[src/rtl/prod_accum_pkg.sv]
// Shared types and constants for the product accumulator.
package prod_accum_pkg;

  typedef enum logic [1:0] {
    IDLE,
    ACC,
    DONE
  } state_t;

  localparam int PROD_W    = 16;
  localparam int DEF_LEN   = 8;
  localparam int DEF_ACC_W = 20;

endpackage

[src/rtl/prod_accum_sat_add.sv]
// Signed saturating adder: one guard bit, clamps to the W-bit signed range.
module sat_add #(
  parameter int W = 16
) (
  input  logic signed [W-1:0] a,
  input  logic signed [W-1:0] b,
  output logic signed [W-1:0] sum,
  output logic                ovf
);

  logic signed [W:0] wide;

  assign wide = {a[W-1], a} + {b[W-1], b};

  // Guard bit and MSB disagree exactly when the true sum leaves the W-bit range.
  always_comb begin
    ovf = wide[W] ^ wide[W-1];
    if (!ovf) begin
      sum = wide[W-1:0];
    end else if (wide[W]) begin
      sum = {1'b1, {(W-1){1'b0}}};
    end else begin
      sum = {1'b0, {(W-1){1'b1}}};
    end
  end

endmodule

[src/rtl/prod_accum.sv]
// Frame accumulator: sums LEN signed products with saturation, then holds
// the registered result until the downstream handshake.
module prod_accum
  import prod_accum_pkg::*;
#(
  parameter int LEN   = DEF_LEN,
  parameter int ACC_W = DEF_ACC_W
) (
  input  logic                    i_clk,
  input  logic                    i_rst_n,
  input  logic                    i_clr,
  input  logic                    i_valid,
  input  logic signed [PROD_W-1:0] i_prod,
  output logic                    o_ready,
  output logic                    o_valid,
  output logic signed [ACC_W-1:0] o_sum,
  output logic                    o_ovf,
  input  logic                    i_ready
);

  localparam int CNT_W = $clog2(LEN + 1);
  localparam logic [CNT_W-1:0] LAST = CNT_W'(LEN);

  state_t                   state;
  logic signed [ACC_W-1:0]  acc;
  logic signed [ACC_W-1:0]  prod_ext;
  logic signed [ACC_W-1:0]  add_sum;
  logic                     add_ovf;
  logic                     ovf;
  logic                     take;
  logic [CNT_W-1:0]         cnt;
  logic [CNT_W-1:0]         cnt_inc;

  assign prod_ext = ACC_W'(i_prod);
  assign take     = i_valid && o_ready;
  assign cnt_inc  = cnt + 1'b1;

  sat_add #(
    .W(ACC_W)
  ) u_sat_add (
    .a  (acc),
    .b  (prod_ext),
    .sum(add_sum),
    .ovf(add_ovf)
  );

  // acc is zero in IDLE, so the first product also goes through the adder.
  always_ff @(posedge i_clk) begin
    if (!i_rst_n || i_clr) begin
      state   <= IDLE;
      acc     <= '0;
      cnt     <= '0;
      ovf     <= 1'b0;
      o_sum   <= '0;
      o_ovf   <= 1'b0;
      o_valid <= 1'b0;
      o_ready <= 1'b1;
    end else begin
      case (state)
        IDLE: begin
          if (take) begin
            acc   <= add_sum;
            ovf   <= add_ovf;
            cnt   <= CNT_W'(1);
            state <= ACC;
          end
        end
        ACC: begin
          if (take) begin
            acc <= add_sum;
            ovf <= ovf | add_ovf;
            cnt <= cnt_inc;
            if (cnt_inc == LAST) begin
              state   <= DONE;
              o_sum   <= add_sum;
              o_ovf   <= ovf | add_ovf;
              o_valid <= 1'b1;
              o_ready <= 1'b0;
            end
          end
        end
        DONE: begin
          if (i_ready) begin
            state   <= IDLE;
            acc     <= '0;
            cnt     <= '0;
            o_valid <= 1'b0;
            o_ready <= 1'b1;
          end
        end
        default: begin
          state   <= IDLE;
          acc     <= '0;
          cnt     <= '0;
          o_valid <= 1'b0;
          o_ready <= 1'b1;
        end
      endcase
    end
  end

endmodule

[config.mk]
export PLATFORM = sky130hd
export DESIGN_NAME = prod_accum
export DESIGN_NICKNAME = d
export VERILOG_FILES = /design/src/rtl/prod_accum_pkg.sv /design/src/rtl/prod_accum_sat_add.sv /design/src/rtl/prod_accum.sv
export SDC_FILE = /design/constraint.sdc
export NUM_CORES = 1
export LEC_CHECK = 0
export CORE_ASPECT_RATIO = 0.7
export CORE_MARGIN = 1
export CORE_UTILIZATION = 44
export CTS_CLUSTER_DIAMETER = 30
export CTS_CLUSTER_SIZE = 28
export DETAILED_ROUTE_END_ITERATION = 8
export PLACE_DENSITY = 0.72
export SYNTH_ARGS = -nofsm -noshare
export SYNTH_HDL_FRONTEND = slang
export SYNTH_SLANG_ARGS = --single-unit
[constraint.sdc]
create_clock -name i_clk -period 4.7 [get_ports i_clk]
set_clock_uncertainty 0.2 [all_clocks]
set_input_delay 0.94 -clock i_clk [delete_from_list [all_inputs] [get_ports i_clk]]
set_output_delay 0.94 -clock i_clk [all_outputs]
set_load 0.02 [all_outputs]
==> flow_summary.ini <==
[detailed_routing]
drt-initial-drc-count = 186
vias_per_cell = 5.628
routedWlPerCell_um = 15.64
ant_nets = 0
dr.pass1.iters = 4
wl_um = 8398
route.detailed.drc = 0
num_vias = 3022

[sta]
maxSlewHeadroom = 0.2581
layout_setup_ws_ps = 630.8
rsz0062_at_grt = no
setup_viol = 0
fin_setup_tns_ps = 0
worst_pin_slew_ps = 1113
period_minus_slack_ps = 4069
final-max-slew-violation-count = 0
finalCritPeriodShare = 0.8658
final-hold-violation-count = 0
fmax_mhz = 245.7

[clock_network]
ctsHoldBuffers = 0
cts_tree = built
htree_levels = 2
ctsRootBufferMaster = clkbuf_8
cts_buffers = 5
clockBufferDepth = 2
clk_pin_slew_ps = 90
postCtsSetupBuffers = 0
insertion_delay_ps = 310
clock_sinks = 50
cts_resized = 0

[worst_setup_path]
cp_data_required_time_ps = 4730
worstPathCellList = clkdlybuf4s50_1 > ha_1 > a21oi_1 > o31ai_1 > a221oi_2 > o21ai_2 > xnor2_4 > and2_1 > buf_4 > a21oi_1 > a211oi_2
endpoint = acc[12]
cp.arrival_ps = 4100
worst_setup_path_start_kind = input pin
cpMaxStageDelayCell = and2_1
r2r-start = acc[12]
reg2regPathDepth = 10
path_common_cell = a21oi_1
crit_path_end_kind = register
slowest_delay_ps = 470
crit_type = in2reg
reg2reg_slack_ps = 1330
crit_fanout = 12
rr_endpoint = acc[12]
setup.worst_path.start = i_prod[12]

[power]
ir_drop_mv = 0.1530
seqPwrFrac = 0.403
swShare = 0.2936
p_leak_nw = 1.570
intPower_mw = 0.7797
power_frac_comb = 0.259
switching_power_mw = 0.3241
p_per_area_nw_per_um2 = 284.6
p_clk_frac = 0.338

[placement]
dpl_cell_area_um2 = 3736
dpl_worst_slack_ps = 324.6
gp_congestion = 0.8852
place_hpwl_um = 6256
numPortBuffers = 43

[layout]
layout.nets = 485
insertedDiodeCount = 0
fill_cells = 677
multi_input_area_um2 = 2071
drive_gt1_frac = 0.09932
areaGrowthSynthToFinish_pct = 19.69
finalInstanceArea_um2 = 3879
ff_latch_area_um2 = 1001

[floorplanning]
die-area_um2 = 7718
num_rows = 25
core_area_um2 = 6944
start_util = 0.4667
io_pins = 44
dieWidth_um = 104.6
die-height_um = 73.80

[global_route]
grt_pass1_wl_um = 13820
antenna_found_initial = 0
grt_pass1_vias = 2856
grt_use_total = 0.2247
grt_remaining_overflow = 0
grt_start_max_net_pins = 28

[run_status]
status = finished clean

[yosys]
yosysWarnings = 0
yosys-top-cells-area = dfxtp_1 31%, a21oi_1 10%, ha_1 8.1%
synthCells = 406
synth-seq-cells = 50
synth-edff-count = 0
synth_area_um2 = 3241
ys_seq_area_frac = 0.3089
synth_top_area_share = 0.3089
async_flop_share = 0
yosys_most_used_dff = dfxtp_1
synthDistinctLibCells = 63
synth_fp_nets = 449
synth.avg_cell_area_um2 = 7.982
yosys.area.top_type = dfxtp_1

[hold_path]
hp-class = reg2reg
hold-path-cell-count = 2

[job]
cap_violations = 0
[layout make-up]
cell class,instances,share of cell area
Timing Repair Buffer,51,0.1265
Multi-Input combinational cell,319,0.5339
Clock inverter,2,0.01548
Clock buffer,6,0.02129
Sequential cell,50,0.2581
Tap cell,94,0.03032
Inverter,15,0.01452
[critical path: cells and delay by family]
family,cells,cell delay [ps]
AO/OA/AOI/OAI,6,1350
XOR/XNOR,1,290
adder cells (fa/ha/maj),1,390
buffers and inverters,2,660
AND/OR/NAND/NOR,1,470
[cells in the mapped netlist (3+ instances only)]
master	number
nor3_1	5
a21o_1	6
xnor2_1	9
a211o_1	4
a21oi_2	6
maj3_1	3
ha_1	21
nor2b_1	3
nand2_1	43
a21oi_1	65
buf_6	3
a211oi_2	5
o21ai_0	26
a211oi_1	8
o211a_1	3
buf_2	6
dfxtp_1	50
and3_1	3
o21ai_1	8
xor2_1	5
a22oi_1	3
nor2_1	36
o211ai_1	3
nand2b_1	7
inv_1	15
clkbuf_1	11
nand3_1	7
[power by group through the flow]
| stage | registers [mW] | clock network (mW) | logic (mW) |
|---|---|---|---|
| after detailed placement | 0.455 | 0 | 0.281 |
| after floorplan | 0.451 | 0 | 0.219 |
| final | 0.445 | 0.373 | 0.286 |
| after global placement | 0.454 | 0 | 0.281 |
| after CTS | 0.445 | 0.375 | 0.284 |
| after global routing | 0.447 | 0.391 | 0.315 |
[cell families (layout without fill, tap and decap cells)]
logic type	Yosys count	after routing	synth area share
mux	1	1	0.003475
xor+xnor	15	15	0.04633
flops	50	50	0.3089
buf+inv	37	74	0.05328
simple gates	119	119	0.1718
fa+ha+maj	26	26	0.1000
compound gates	158	158	0.3162
[worst min-delay path by stage]
| stage | end | from |
|---|---|---|
| floorplan | acc[0] | acc[0] |
| global placement | o_sum[0] | o_sum[0] |
| detailed placement | o_sum[13] | o_sum[13] |
| CTS | o_sum[0] | o_sum[0] |
| global route | acc[5] | acc[5] |
| finish | o_sum[1] | o_sum[1] |
[through the flow]
| step | hold WS, ps | cells | total power [mW] | utilization |
|---|---|---|---|---|
| 4_1_cts | 266.0 | 537 | 1.104 | 0.5586 |
| 5_1_grt | 300.4 | 537 | 1.153 | 0.5586 |
| 6_report | 266.5 | 537 | 1.104 | 0.5586 |
| 2_1_floorplan | 230.4 | 406 | 0.6696 | - |
| 3_3_place_gp | 245.6 | 529 | 0.7349 | 0.5380 |
| 3_5_place_dp | 250.5 | 529 | 0.7358 | 0.5380 |
[cells in the final DEF, fill, tap and decap left out, types with 5 or more instances in the layout]
cell type        instances
xnor2_1                  9
nand2b_1                 7
clkdlybuf4s50_1         43
a21oi_2                  6
nor2_1                  36
a211oi_2                 5
a21o_1                   6
inv_1                   15
o21ai_0                 26
dfxtp_1                 50
a21oi_1                 65
nand2_1                 43
nand3_1                  7
nor3_1                   5
clkbuf_8                 6
buf_4                    8
a211oi_1                 8
ha_1                    21
xor2_1                   5
o21ai_1                  7
[routing by layer]
metal  track usage  up-vias  part of all wire  wire [µm]
met2        0.3716       65              0.44       3664
met1        0.3150     1413              0.52       4330
met4       0.03286        0            0.0044         37
li1              -     1536                 -          -
met5             0        -                 0          0
met3       0.03815        8             0.044        366
[flip-flops by register name, indices dropped and copies added, names as in the netlist]
name	cells
acc	20
cnt	4
o_ovf	1
o_ready	1
o_sum	20
o_valid	1
ovf	1
state	2
No activity file was read; power rests on OpenSTA's default activity.
